`src/rtl/mpc_select_pkg.sv`:
```
// rtl/mpc_select_pkg.sv - register offsets, status bit positions and sequencer states
package mpc_select_pkg;

  localparam logic [7:0] SEL_BASE_OFF = 8'h00;
  localparam logic [7:0] STATUS_OFF   = 8'h20;
  localparam logic [7:0] LOCK_OFF     = 8'h24;

  localparam int STATUS_ERR_BIT  = 8;
  localparam int STATUS_LOCK_BIT = 9;
  localparam int LOCK_SET_BIT    = 0;

  typedef enum logic [1:0] {
    SEQ_IDLE,
    SEQ_ISO_PRE,
    SEQ_SWITCH,
    SEQ_ISO_POST
  } seq_state_e;

endpackage

```
`src/rtl/mpc_switch_seq.sv`:
```
// rtl/mpc_switch_seq.sv - per-line sequencer wrapping every select change in isolation windows
module mpc_switch_seq
  import mpc_select_pkg::*;
#(
  parameter int SEL_W      = 3,
  parameter int ISO_CYCLES = 4
) (
  input  logic             clk_i,
  input  logic             rst_i,
  input  logic [SEL_W-1:0] pending_i,
  input  logic [SEL_W-1:0] pending_nxt_i,
  output logic [SEL_W-1:0] applied_o,
  output logic             iso_o,
  output logic             busy_o
);

  localparam int CNT_W = (ISO_CYCLES > 1) ? $clog2(ISO_CYCLES) : 1;
  localparam logic [CNT_W-1:0] CNT_LAST = CNT_W'(ISO_CYCLES - 1);

  seq_state_e       state_q, state_d;
  logic [CNT_W-1:0] cnt_q, cnt_d;
  logic [SEL_W-1:0] applied_q, applied_d;

  always_ff @(posedge clk_i or posedge rst_i) begin
    if (rst_i) begin
      state_q   <= SEQ_IDLE;
      cnt_q     <= '0;
      applied_q <= '0;
    end else begin
      state_q   <= state_d;
      cnt_q     <= cnt_d;
      applied_q <= applied_d;
    end
  end

  // Capture uses the incoming pending value so a write landing on the capture edge wins.
  always_comb begin
    state_d   = state_q;
    cnt_d     = cnt_q;
    applied_d = applied_q;
    case (state_q)
      SEQ_IDLE: begin
        cnt_d = '0;
        if (pending_i != applied_q) state_d = SEQ_ISO_PRE;
      end
      SEQ_ISO_PRE: begin
        if (cnt_q == CNT_LAST) begin
          cnt_d   = '0;
          state_d = SEQ_SWITCH;
        end else begin
          cnt_d = cnt_q + 1'b1;
        end
      end
      SEQ_SWITCH: begin
        applied_d = pending_nxt_i;
        state_d   = SEQ_ISO_POST;
      end
      SEQ_ISO_POST: begin
        if (cnt_q == CNT_LAST) begin
          cnt_d   = '0;
          state_d = SEQ_IDLE;
        end else begin
          cnt_d = cnt_q + 1'b1;
        end
      end
      default: state_d = SEQ_IDLE;
    endcase
  end

  assign applied_o = applied_q;
  assign iso_o     = (state_q != SEQ_IDLE);
  assign busy_o    = (state_q != SEQ_IDLE);

endmodule

```
`src/rtl/mpc_select_ctrl.sv`:
```
// rtl/mpc_select_ctrl.sv - Wishbone register block owning per-line select sequencers
module mpc_select_ctrl
  import mpc_select_pkg::*;
#(
  parameter int          N_VLINES   = 2,
  parameter int          N_MACROS   = 3,
  parameter int          SEL_W      = 3,
  parameter int          ISO_CYCLES = 4,
  parameter logic [31:0] BASE_ADR   = 32'h3000_0000
) (
  input  logic                      wb_clk_i,
  input  logic                      wb_rst_i,
  input  logic                      wbs_stb_i,
  input  logic                      wbs_cyc_i,
  input  logic                      wbs_we_i,
  input  logic [3:0]                wbs_sel_i,
  input  logic [31:0]               wbs_dat_i,
  input  logic [31:0]               wbs_adr_i,
  output logic                      wbs_ack_o,
  output logic [31:0]               wbs_dat_o,
  output logic [N_VLINES*SEL_W-1:0] sel_o,
  output logic [N_VLINES-1:0]       iso_o,
  output logic [N_VLINES-1:0]       busy_o
);

  logic                      ack_q;
  logic [31:0]               dat_q, dat_d;
  logic                      lock_q, lock_d, err_q, err_d;
  logic [N_VLINES*SEL_W-1:0] pend_q, pend_d, applied;
  logic                      access, hit;
  logic [7:0]                off;
  logic                      unused_bits;

  assign access      = wbs_stb_i & wbs_cyc_i & ~ack_q;
  assign hit         = (wbs_adr_i[31:8] == BASE_ADR[31:8]);
  assign off         = wbs_adr_i[7:0];
  assign unused_bits = ^{wbs_sel_i[3:1], wbs_dat_i};

  always_ff @(posedge wb_clk_i or posedge wb_rst_i) begin
    if (wb_rst_i) begin
      ack_q  <= 1'b0;
      dat_q  <= '0;
      lock_q <= 1'b0;
      err_q  <= 1'b0;
      pend_q <= '0;
    end else begin
      ack_q  <= access;
      dat_q  <= dat_d;
      lock_q <= lock_d;
      err_q  <= err_d;
      pend_q <= pend_d;
    end
  end

  always_comb begin
    pend_d = pend_q;
    lock_d = lock_q;
    err_d  = err_q;
    dat_d  = '0;
    if (access && hit) begin
      for (int i = 0; i < N_VLINES; i++) begin
        if (off == SEL_BASE_OFF + 8'(4 * i)) begin
          if (wbs_we_i && wbs_sel_i[0]) begin
            if (lock_q || ({1'b0, wbs_dat_i[SEL_W-1:0]} >= (SEL_W+1)'(N_MACROS)))
              err_d = 1'b1;
            else
              pend_d[i*SEL_W +: SEL_W] = wbs_dat_i[SEL_W-1:0];
          end
          dat_d[8 +: SEL_W] = pend_q[i*SEL_W +: SEL_W];
          dat_d[0 +: SEL_W] = applied[i*SEL_W +: SEL_W];
        end
      end
      if (off == STATUS_OFF) begin
        if (wbs_we_i && wbs_dat_i[STATUS_ERR_BIT]) err_d = 1'b0;
        dat_d[N_VLINES-1:0]     = busy_o;
        dat_d[STATUS_ERR_BIT]   = err_q;
        dat_d[STATUS_LOCK_BIT]  = lock_q;
      end
      if (off == LOCK_OFF) begin
        if (wbs_we_i && wbs_dat_i[LOCK_SET_BIT]) lock_d = 1'b1;
        dat_d[LOCK_SET_BIT] = lock_q;
      end
    end
  end

  for (genvar g = 0; g < N_VLINES; g++) begin : g_line
    mpc_switch_seq #(
      .SEL_W      (SEL_W),
      .ISO_CYCLES (ISO_CYCLES)
    ) u_seq (
      .clk_i         (wb_clk_i),
      .rst_i         (wb_rst_i),
      .pending_i     (pend_q[g*SEL_W +: SEL_W]),
      .pending_nxt_i (pend_d[g*SEL_W +: SEL_W]),
      .applied_o     (applied[g*SEL_W +: SEL_W]),
      .iso_o         (iso_o[g]),
      .busy_o        (busy_o[g])
    );
  end

  assign wbs_ack_o = ack_q;
  assign wbs_dat_o = dat_q;
  assign sel_o     = applied;

endmodule

```
`config.mk`:
```
export PLATFORM = sky130hd
export DESIGN_NAME = mpc_select_ctrl
export DESIGN_NICKNAME = d
export VERILOG_FILES = /design/src/rtl/mpc_select_pkg.sv /design/src/rtl/mpc_switch_seq.sv /design/src/rtl/mpc_select_ctrl.sv
export SDC_FILE = /design/constraint.sdc
export NUM_CORES = 1
export LEC_CHECK = 0
export ABC_AREA = 1
export CAP_MARGIN = 15
export CORE_UTILIZATION = 30
export CTS_BUF_LIST = sky130_fd_sc_hd__clkbuf_8 sky130_fd_sc_hd__clkbuf_16
export CTS_CLUSTER_DIAMETER = 150
export DETAILED_ROUTE_END_ITERATION = 10
export SLEW_MARGIN = 20
export SYNTH_ARGS = -nofsm -noshare
export SYNTH_HDL_FRONTEND = slang
export SYNTH_SLANG_ARGS = --single-unit
```
`constraint.sdc`:
```
create_clock -name wb_clk_i -period 1.5 [get_ports wb_clk_i]
set_input_delay 0.15 -clock wb_clk_i [delete_from_list [all_inputs] [get_ports wb_clk_i]]
set_output_delay 0.15 -clock wb_clk_i [all_outputs]
set_load 0.01 [all_outputs]
```
==> results by group, run 1 <==
Power
  • Leak: 1.47 nW
  • Total Power: 1.91 mW
  • Max IR drop VDD: 0.000250 V
  • PD cells: 635 nW/µm²

Timing
  • Post-Route Skew: 5.42 ps
  • Setup violators final: 0
  • Period utilisation layout: 0.944
  • Final hold slack: 238 ps
  • RSZ-0062 raised after global routing: yes
  • Slew Viols, Final: 0
  • FMAX: 0.706 GHz
  • Final hold vios: 0
  • Time the worst path needs with I/O delays and setup: 1420 ps

Final layout
  • Final Cell Area: 3010 µm²
  • Most frequent cells in the layout: nand2_1, clkdlybuf4s50_1, nor2_1, inv_1, dfrtp_1
  • Fillers: 687
  • Area growth syn-to-layout: 39.2%
  • Layout Utilization: 0.439
  • Share of post-route cells with drive strength above 1: 0.182
  • Final net count: 453
  • ANT cells: 0
  • Final std cells w/o fill: 464
  • Commonest non-fill, non-tap cell in the layout: nand2_1

Floorplan
  • Cell Rows: 30
  • Chip width: 86.9 µm
  • Core area: 6870 µm²
  • Boundary pin count: 116
  • Area of the die: 7560 µm²
  • Initial core utilization: 0.315
  • Die height: 86.9 µm

Critical path
  • Critical Path AT: 1270 ps
  • Crit. End Element: primary output
  • CP max FO: 4
  • Required time of the critical path: 1350 ps
  • Worst reg2reg setup slack: 100 ps
  • Kind of critical path: flip-flop to primary output
  • Critical path launch point type: flip-flop

Drt
  • Post-route ant nets: 0
  • Vias per inst: 4.13
  • Residual DRC: 0
  • Detailed Route WL: 4.67 mm
  • Via count: 1917
  • First DRT Iteration DRCs: 77
  • DR pass1 iterations: 4
  • DR WL/cell: 10.1 µm

Clocking
  • Number of H-tree levels: 2
  • Clk buf depth: 2
  • Clk root buf: clkbuf_8
  • Clock-pin slew on the worst setup and hold paths: 60 ps
  • CTS tree: yes
  • Clk sinks: 29
  • Num CTS Buffers: 5
  • Clock Latency Late Sink: 280 ps
  • Cts hold-fix bufs: 0

Synth
  • Register area share after synthesis: 0.335
  • EDFF count, synth: 0
  • Synth async-reset ratio: 1.00
  • Ys Warns: 0
  • Most used flip-flop cell after synthesis: dfrtp_1
  • Largest area contributor in the netlist: dfrtp_1
  • Synth area leaders: dfrtp_1, nand2_1, buf_4, ha_1, nor2_1
  • Post-synthesis register bit count: 29
  • Mapped Cells: 286
  • Syn_area_per_cell: 7.57 µm²
  • Mapped Area: 2160 µm²
  • Yosys top cell area share: 0.335
  • Unique masters post-synth: 30

Placement
  • Post-DP Area: 2890 µm²
  • Hpwl dp: 3.85 mm
  • RD Place Congestion: 0.764
  • Count of input and output buffers: 58
  • Placed cell count: 455

GRT
  • First-pass GRT wire length: 8.10 mm
  • Initial antenna violation count: 0
  • GRT Residual Overflow: 0
  • Total global-route track usage: 0.137
  • Vias in the first global route: 1888
  • Largest net degree at the start of global routing: 30

Worst hold path
  • HP Class: input pin to async pin

Job
  • Max-Cap Viols: 0

Outcome
  • Status: completed
[worst paths after layout]
kind | to | from | cells past startpoint
min in group wb_clk_i | g_line[1].u_seq.cnt_q[0] | g_line[1].u_seq.cnt_q[0] | 1
setup / recovery | iso_o[1] | g_line[1].u_seq.state_q[0] | 4
setup reg to reg | g_line[0].u_seq.state_q[1] | g_line[0].u_seq.state_q[0] | 7
max in group asynchronous | g_line[1].u_seq.applied_o[0] | wb_rst_i | 3
hold / removal | g_line[1].u_seq.cnt_q[0] | wb_rst_i | 3
hold reg to reg | g_line[1].u_seq.cnt_q[0] | g_line[1].u_seq.cnt_q[0] | 1
[critical path, stage by stage, from the launching register on]
cell	delay, ps
dfrtp_1	380
inv_1	80
ha_2	190
inv_2	60
dlygate4sd2_1	280
[per-stage QoR]
stage / setup TNS (ps) / setup slack [ps]
after floorplan: 0 / 207
after global placement: -1760 / -188
after detailed placement: -1780 / -171
after CTS: 0 / 33.9
after global routing: -6.66 / -6.39
final: 0 / 83.3
[state kept, by name, summed over array words and instances, names as in the netlist]
signal	flops
err_q	1
g_line.u_seq.applied_o	6
g_line.u_seq.cnt_q	4
g_line.u_seq.state_q	4
lock_q	1
pend_q	6
wbs_ack_o	1
wbs_dat_o	6
[where the power goes]
| part | switching, mW | total, mW | leakage, nW | internal (mW) |
|---|---|---|---|---|
| clock network | 0.276 | 0.632 | 0.0485 | 0.356 |
| logic | 0.206 | 0.427 | 1.08 | 0.221 |
| registers | 0.0356 | 0.854 | 0.336 | 0.819 |
[area by class of cell]
cell class | count | area (µm²) | share of cell area
inverters | 36 | 138 | 0.0457
clock inverters | 1 | 3.75 | 0.00125
well taps | 96 | 120 | 0.0399
clock buffers | 6 | 82.6 | 0.0274
flip-flops and latches | 29 | 727 | 0.241
multi-input cells | 215 | 1180 | 0.391
repair buffers | 81 | 766 | 0.254
[cell families after synthesis]
logic type,synth area share
and+or+nand+nor,0.341
buffers and inverters,0.173
AOI/OAI and AO/OA,0.0717
DFF,0.335
adders and majority gates,0.0694
xor gates and xnor gates,0.00809
other,0.00173
[synthesized netlist by cell type, types with 3 or more instances]
master    n
a21oi_1  11
a31oi_1   3
and2_1    4
buf_4    30
dfrtp_1  29
ha_1     12
inv_1    33
nand2_1  61
nand2_2   9
nand3_1  12
nand3_2   4
nand4_1   5
nor2_1   36
nor2_2    3
nor2_4    5
o21ai_0   9
o21ai_1   3
[metal layers]
metal / part of all wire / up-vias / GRT usage
met5: 0 / - / 0
met4: 0.015 / 0 / 0.0394
met3: 0.041 / 7 / 0.0398
met2: 0.50 / 43 / 0.243
met1: 0.45 / 864 / 0.160
li1: - / 1003 / -
[repair_timing]
action | 4_1_cts | 5_1_grt
setup buffers | 0 | 2
setup endpoints to repair | 4 | 13
resized for setup | 5 | 11
pin swaps | 0 | 5
Power figures use the tool's default switching activity.
==> run 2: changes to the inputs <==
HOLD_SLACK_MARGIN = 0.05   (was default)
==> results of run 2 <==
The final DEF is identical to that of run 1; final timing and power are the same.
==> run 3: changes to the inputs <==
SETUP_SLACK_MARGIN = 0.4   (was default)
==> run 3 against run 2 <==
Non-clock buffer count rose by 11. Maximum frequency is 1.5% higher. Worst hold slack worse by 6.0 ps. Critical path type is now flip-flop to flip-flop. Power is 2.7% higher. Final cell count grew 2.4%. First-iteration DRC count is 44% lower. Count of clock-buffer cells in the layout unchanged. Sequential power fell by 0.9%. Sequential share of layout area decreased by 2.3 points.
==> results by group, run 3 (synthesized netlist as in run 1, its figures left out) <==
Outcome
  • Status: completed (unchanged)

Floorplan
  • Core area: 6870 µm² (unchanged)
  • Initial core utilization: 0.315 (unchanged)
  • Die height: 86.9 µm (unchanged)
  • Chip width: 86.9 µm (unchanged)
  • Area of the die: 7560 µm² (unchanged)
  • Boundary pin count: 116 (unchanged)
  • Cell Rows: 30 (unchanged)

Timing
  • Period utilisation layout: 0.930 (was 0.944)
  • RSZ-0062 raised after global routing: yes (unchanged)
  • Time the worst path needs with I/O delays and setup: 1400 ps (was 1420 ps)
  • Setup TNS: 0 ps (unchanged)
  • Final hold vios: 0 (unchanged)
  • Post-Route Skew: 10.2 ps (was 5.42 ps)
  • Setup violators final: 0 (unchanged)
  • Final hold slack: 232 ps (was 238 ps)
  • FMAX: 0.717 GHz (was 0.706 GHz)
  • Slew Viols, Final: 0 (unchanged)

Critical path
  • R2R Path Start: wbs_ack_o (was g_line[0].u_seq.state_q[0])
  • Critical path launch point type: flip-flop (unchanged)
  • Critical Path AT: 1610 ps (was 1270 ps)
  • Crit. End Element: flip-flop (was primary output)
  • Kind of critical path: flip-flop to flip-flop (was flip-flop to primary output)
  • CP max FO: 5 (was 4)
  • CP Launch Point: wbs_ack_o (was g_line[1].u_seq.state_q[0])
  • Required time of the critical path: 1720 ps (was 1350 ps)

Drt
  • DR WL/cell: 10.8 µm (was 10.1 µm)
  • Vias per inst: 4.12 (was 4.13)
  • Detailed Route WL: 5.11 mm (was 4.67 mm)
  • Post-route ant nets: 0 (unchanged)
  • Residual DRC: 0 (unchanged)
  • Via count: 1958 (was 1917)
  • First DRT Iteration DRCs: 43 (was 77)
  • DR pass1 iterations: 4 (unchanged)

Clocking
  • Clock Latency Late Sink: 290 ps (was 280 ps)
  • Number of H-tree levels: 2 (unchanged)
  • CTS tree: yes (unchanged)
  • Num CTS Buffers: 5 (unchanged)
  • Clock-pin slew on the worst setup and hold paths: 70 ps (was 60 ps)
  • Clk root buf: clkbuf_8 (unchanged)
  • Clk buf depth: 2 (unchanged)
  • Clk sinks: 29 (unchanged)

Final layout
  • Share of post-route cells with drive strength above 1: 0.319 (was 0.182)
  • Area growth syn-to-layout: 53.4% (was 39.2%)
  • ANT cells: 0 (unchanged)
  • Final net count: 464 (was 453)
  • Layout Utilization: 0.483 (was 0.439)
  • Commonest non-fill, non-tap cell in the layout: nand2_1 (unchanged)
  • Most frequent cells in the layout: nand2_1, clkdlybuf4s50_1, nor2_1, dfrtp_1, buf_4 (was nand2_1, clkdlybuf4s50_1, nor2_1, inv_1, dfrtp_1)

GRT
  • Total global-route track usage: 0.141 (was 0.137)
  • GRT Residual Overflow: 0 (unchanged)
  • Vias in the first global route: 1938 (was 1888)
  • Initial antenna violation count: 0 (unchanged)
  • First-pass GRT wire length: 8.26 mm (was 8.10 mm)
  • Largest net degree at the start of global routing: 30 (unchanged)

Job
  • Max-Cap Viols: 0 (unchanged)

Worst hold path
  • HP Class: input pin to async pin (unchanged)

Placement
  • RD Place Congestion: 0.767 (was 0.764)
  • Hpwl dp: 3.81 mm (was 3.85 mm)
  • Count of input and output buffers: 58 (unchanged)

Power
  • Max IR drop VDD: 0.000250 V (about the same)
  • PD cells: 592 nW/µm² (was 635 nW/µm²)
  • Leak: 1.61 nW (was 1.47 nW)
  • Total Power: 1.96 mW (was 1.91 mW)
-- run 3: metrics by stage --
stage	instances	instance area, µm²	setup WS (ps)
2_1_floorplan	311	2300	256
3_3_place_gp	449	2910	-143
3_5_place_dp	449	2910	-150
4_1_cts	471	3170	162
5_1_grt	475	3320	8.49
6_report	475	3320	105
-- run 3: critical path: stages, from the launching register on --
cell	delay [ps]
dfrtp_1	400
nand3b_1	160
nor2_1	120
nand2_1	90
nor2_4	200
nand2_2	110
nand2_2	100
nand3_2	70
nand2_1	70
-- run 3: metal layers --
metal,routed length (µm),track usage
met5,0,0
met2,2650,0.261
met1,2200,0.158
met4,81,0.0545
met3,170,0.0275
-- run 3: final timing paths --
path	slack (ps)	depth (start not counted)	to
worst min-delay path	230	3	pend_q[2]
min in group wb_clk_i	460	3	wbs_ack_o
worst max register to register	100	8	g_line[0].u_seq.applied_o[1]
worst max-delay path	100	8	g_line[0].u_seq.applied_o[1]
max in group asynchronous	990	3	g_line[0].u_seq.applied_o[1]
worst min register to register	490	2	g_line[0].u_seq.cnt_q[1]
-- run 3: final cells by class --
cell class	instances	area, µm²
tap	96	120
multi-input combinational	215	1390
clock buffer	6	82.6
fill	670	3550
timing repair buffer	92	852
sequential	29	726
inverter	36	145
clock inverter	1	3.75
-- run 3: repair_timing --
action,in CTS,in global routing
setup endpoints to repair,43,38
cloned,0,0
gates resized for setup,57,39
pin swaps,18,17
buffers inserted,15,4
hold buffers,0,0
-- run 3: report_power, final --
part           switching, mW  internal (mW)  leakage, nW
combinational          0.236          0.233         1.22
clock                  0.293          0.356       0.0485
sequential            0.0289          0.817        0.337
==> variant 1, RTL diff (config.mk and constraints of run 2) <==
`ISO_CYCLES` is set to 4 in 2 places; all go to 8.
--- a/src/rtl/mpc_switch_seq.sv
+++ b/src/rtl/mpc_switch_seq.sv
@@ -3,7 +3,7 @@
   import mpc_select_pkg::*;
 #(
   parameter int SEL_W      = 3,
-  parameter int ISO_CYCLES = 4
+  parameter int ISO_CYCLES = 8
 ) (
   input  logic             clk_i,
   input  logic             rst_i,
--- a/src/rtl/mpc_select_ctrl.sv
+++ b/src/rtl/mpc_select_ctrl.sv
@@ -5,7 +5,7 @@
   parameter int          N_VLINES   = 2,
   parameter int          N_MACROS   = 3,
   parameter int          SEL_W      = 3,
-  parameter int          ISO_CYCLES = 4,
+  parameter int          ISO_CYCLES = 8,
   parameter logic [31:0] BASE_ADR   = 32'h3000_0000
 ) (
   input  logic                      wb_clk_i,
Check against the original RTL: not equivalent (Yosys sat finds a counterexample within 10 cycles, from zero or initial values and one cycle with wb_rst_i high).
==> variant 1 against run 2 <==
- sequential cell count grew 2
- register-to-register slack worse by 40 ps
- wire length is 12% higher
- worst setup slack worse by 23 ps
- global-route usage up 0.60 points
- power fell by 8.8%
- non-clock buffer count did not move
- cell area increased by 4.2%
- area after synthesis grew 5.3%
- largest cell class unchanged
- highest routed layer unchanged
==> variant 1: results (changes against run 2) <==
outcome:
  status: "completed"
synthesis:
  synth-compound-area-share_pct: 6.205  # -0.96 points
  total_of_flip_flops_plus_latches_after_synthesis: 31  # +6.9%
  netlist-cell-type-count: 35  # +17%
  synth_area_leaders: "sky130_fd_sc_hd__dfrtp_1 34%, sky130_fd_sc_hd__nand2_1 12%, sky130_fd_sc_hd__buf_4 9.9%, sky130_fd_sc_hd__ha_1 7.7%, sky130_fd_sc_hd__inv_1 5.9%"
placed_design:
  dp_worst_setup_slack_ps: -129.5  # +41.89 ps
  place_hpwl_um: 4218  # +9.6%
route:
  wire_per_inst_um: 10.81  # +7.5%
  drt-met1-wl_um: 2344  # +13%
  met3_wirelength_um: 166  # -14%
final_layout:
  multiInputGateArea_um2: 1239  # +5.2%
  multi_input_cells: 225  # +4.7%
  post_route_cells_drive_above_1_share_pct: 17.97  # -0.24 points
  buffer_area_share_pct: 24.37  # -1.0 points
  sequential_cell_area_um2: 775.7  # +6.7%
worst_setup_path:
  critPathMaxFanout: 5  # +1
  cp.arrival_ps: 1290  # +20 ps
  rr_endpoint: "g_line[1].u_seq.state_q[0]"
  r2r-start: "g_line[1].u_seq.state_q[0]"
  critPathMaxStageDelay_ps: 580  # +200 ps
pwr:
  ir_worst_vdd_mv: 0.2285  # -8.6%
  p_seq_share_pct: 48.0  # +3.4 points
grt:
  grt_max_degree: 32  # +6.7%
  groute.usage.overall_pct: 14.31  # +0.60 points
  grt_pass1_wl_um: 8852  # +9.3%
  groute.layer.met3.usage_pct: 3.047  # -0.93 points
sta:
  whs_ps: 259.1  # +21.51 ps
  min_period_over_period_pct: 96.00  # +1.6 points
[variant 1: changes by cell type in the layout (fill, tap and decap cells not counted), moves of 3 or more]
cell	before	now
sky130_fd_sc_hd__nand3_1	11	18
sky130_fd_sc_hd__inv_2	3	7
sky130_fd_sc_hd__nand2_1	58	70
sky130_fd_sc_hd__o21ai_0	8	2
sky130_fd_sc_hd__nor2_2	3	8
sky130_fd_sc_hd__o21ai_1	3	6
sky130_fd_sc_hd__a21oi_1	11	5
sky130_fd_sc_hd__nand2_2	12	8
sky130_fd_sc_hd__nor2_1	36	30
sky130_fd_sc_hd__dfrtp_1	28	31
sky130_fd_sc_hd__nor3_1	1	4
[variant 1: tightest hold or removal path, cell delays in order]
cell and delay, ps:
sky130_fd_sc_hd__clkdlybuf4s50_1 390, sky130_fd_sc_hd__inv_1 50, sky130_fd_sc_hd__buf_4 360
[variant 1: what timing repair did]
action,4_1_cts,5_1_grt
setup endpoints to repair,5,16
pin swaps,0,3
gates resized for setup,6,14
cloned,0,0
buffers inserted,1,1
==> variant 2, RTL diff (config.mk and constraints of run 2) <==
Without the edit above. Reset style: synchronous (`rst_i` and `wb_rst_i`), changed in 2 clocked blocks.
--- a/src/rtl/mpc_switch_seq.sv
+++ b/src/rtl/mpc_switch_seq.sv
@@ -21,7 +21,7 @@
   logic [CNT_W-1:0] cnt_q, cnt_d;
   logic [SEL_W-1:0] applied_q, applied_d;
 
-  always_ff @(posedge clk_i or posedge rst_i) begin
+  always_ff @(posedge clk_i) begin
     if (rst_i) begin
       state_q   <= SEQ_IDLE;
       cnt_q     <= '0;
--- a/src/rtl/mpc_select_ctrl.sv
+++ b/src/rtl/mpc_select_ctrl.sv
@@ -36,7 +36,7 @@
   assign off         = wbs_adr_i[7:0];
   assign unused_bits = ^{wbs_sel_i[3:1], wbs_dat_i};
 
-  always_ff @(posedge wb_clk_i or posedge wb_rst_i) begin
+  always_ff @(posedge wb_clk_i) begin
     if (wb_rst_i) begin
       ack_q  <= 1'b0;
       dat_q  <= '0;
Formal check against the unedited RTL: differs if wb_rst_i is asserted again (counterexample within 4 cycles, from zero or initial values and one cycle with wb_rst_i high); with wb_rst_i held inactive, the same outputs for 10 cycles.
==> variant 2 against run 2 <==
- the flow now finishes with violations (DRC)
- area after synthesis shrank 6.1%
- critical path type unchanged
- core utilization decreased by 0.89 points
- largest cell class unchanged
- cell area is 7.9% lower
- wire length fell by 0.86%
- clock skew up 3.0 ps
- worst setup slack got worse by 10 ps
- sequential cell count unchanged
Power is not compared: it rests on default switching activity, and its combinational part moved more than twofold at a synthesized area within 25%.
==> variant 2: results (changes against run 2) <==
route:
  drcViolationCount: 6  # +6
  drt-met1-wl_um: 2075  # about the same
  drt_wl_total_um: 4625  # -0.86%
  met3_wirelength_um: 198  # +3.1%
  via_per_inst: 4.253  # +2.9%
  wire_per_inst_um: 10.19  # +1.3%
  drtPass1Iterations: 7  # +3
  highest-signal-layer: "met4"
  drt_iter0_drc: 56  # -27%
  wl_met2_um: 2321  # -0.26%
synthesis:
  ys_seq_area_share_pct: 28.55  # -5.0 points
  commonest_cells_in_the_synthesized_netlist: "58 x sky130_fd_sc_hd__nand2_1, 55 x sky130_fd_sc_hd__nor2_1, 32 x sky130_fd_sc_hd__inv_1"
  synth_area_leaders: "sky130_fd_sc_hd__dfxtp_1 29%, sky130_fd_sc_hd__buf_4 11%, sky130_fd_sc_hd__nand2_1 11%, sky130_fd_sc_hd__nor2_1 10%, sky130_fd_sc_hd__ha_1 8.6%"
  synth-main-ff-cell: "sky130_fd_sc_hd__dfxtp_1"
  synthesis.area_per_instance_um2: 6.732  # -11%
  ys_async_sr_fraction_pct: 0  # -100 points
  netlist-cell-type-count: 25  # -17%
worst_setup_path:
  critPathMaxStageDelay_ps: 320  # -60 ps
  reg2reg_slack_ps: 180  # +80 ps
  rr_endpoint: "g_line[0].u_seq.state_q[0]"
  critical_path.slowest_cell: "sky130_fd_sc_hd__dfxtp_1"
  worstSetupStartpoint: "g_line[1].u_seq.state_q[0]"
  worstRegToRegCells: 9  # +2
  crit_end: "busy_o[1]"
  critPathMaxFanout: 4  # unchanged
  r2r-start: "g_line[0].u_seq.state_q[1]"
placed_design:
  postPlaceCellArea_um2: 2691  # -7.0%
  dp_worst_setup_slack_ps: -124.4  # +46.99 ps
  gpl.final_weighted_congestion: 0.7590  # -0.67%
  dpl.cell_count: 446  # -2.0%
  place_hpwl_um: 3807  # -1.1%
clocking:
  clock_latency_ps: 280  # about the same
  clock-root-buffer: "sky130_fd_sc_hd__clkbuf_8"
  clk_path_buf_depth: 2  # unchanged
outcome:
  failed_checks: "DRC"
  status: "complete, but fails checks"
grt:
  grt.met1_usage_pct: 16.82  # +0.81 points
  grt_max_degree: 14  # -53%
  grt_pass1_wl_um: 8010  # -1.1%
  groute.usage.overall_pct: 13.78  # +0.074 points
  groute.layer.met3.usage_pct: 2.753  # -1.2 points
  grt_pass1_vias: 1820  # -3.6%
  gr-usage-met2_pct: 24.81  # +0.55 points
hold_path:
  min_from: "err_q"
  hold_path_end: "err_q"
sta:
  final.setup_skew_ps: 8.422  # +3.002 ps
  period_minus_slack_ps: 1427  # +10.19 ps
final_layout:
  design.final.nets: 463  # +2.2%
  post_route_cells_drive_above_1_share_pct: 13.00  # -5.2 points
pwr:
  power_density_nw_per_um2: 992.4
-- variant 2: cell count changes after synthesis, moves of 4 or more --
cell / before / now
sky130_fd_sc_hd__and2_1: 4 / 0
sky130_fd_sc_hd__xnor2_1: 2 / 6
sky130_fd_sc_hd__o21ai_0: 9 / 15
sky130_fd_sc_hd__nor2_1: 36 / 55
sky130_fd_sc_hd__a21oi_1: 11 / 18
sky130_fd_sc_hd__dfrtp_1: 29 / 0
sky130_fd_sc_hd__nand3_2: 4 / 0
sky130_fd_sc_hd__nand3_1: 12 / 8
sky130_fd_sc_hd__dfxtp_1: 0 / 29
-- variant 2: cell type report --
class	instances	area [um2]
fillers	666	3682
flip-flops and latches	29	585.6
clock inverters	3	13.76
well taps	77	96.34
inverters	33	123.9
multi-input cells	233	1192
repair buffers	74	695.7
clock buffers	5	68.82
-- variant 2: cells by family after synthesis --
group	synth area share (%)
adder cells (fa/ha/maj)	8.615
other	0.1844
AO/OA/AOI/OAI	9.354
XOR/XNOR	2.585
buffers and inverters	17.54
AND/OR/NAND/NOR	33.17
flip-flops	28.55
-- variant 2: timing repair --
action | 4_1_cts | 5_1_grt
pin swaps | 0 | 1
endpoints found under the hold margin | 0 | 0
gates resized for setup | 6 | 5
endpoints found under the setup margin | 4 | 4
-- variant 2: tightest hold or removal path: stages (launching register included) --
cell	delay, ps
sky130_fd_sc_hd__dfxtp_1	310
sky130_fd_sc_hd__inv_1	50
sky130_fd_sc_hd__a21oi_1	50
-- variant 2: stage by stage --
step                TNS (ps)  hold slack [ps]
global placement      -445.9            437.7
detailed placement    -733.1            438.2
CTS                        0            447.6
global route         -0.2605            474.5
finish                     0            446.2
floorplan                  0            228.5
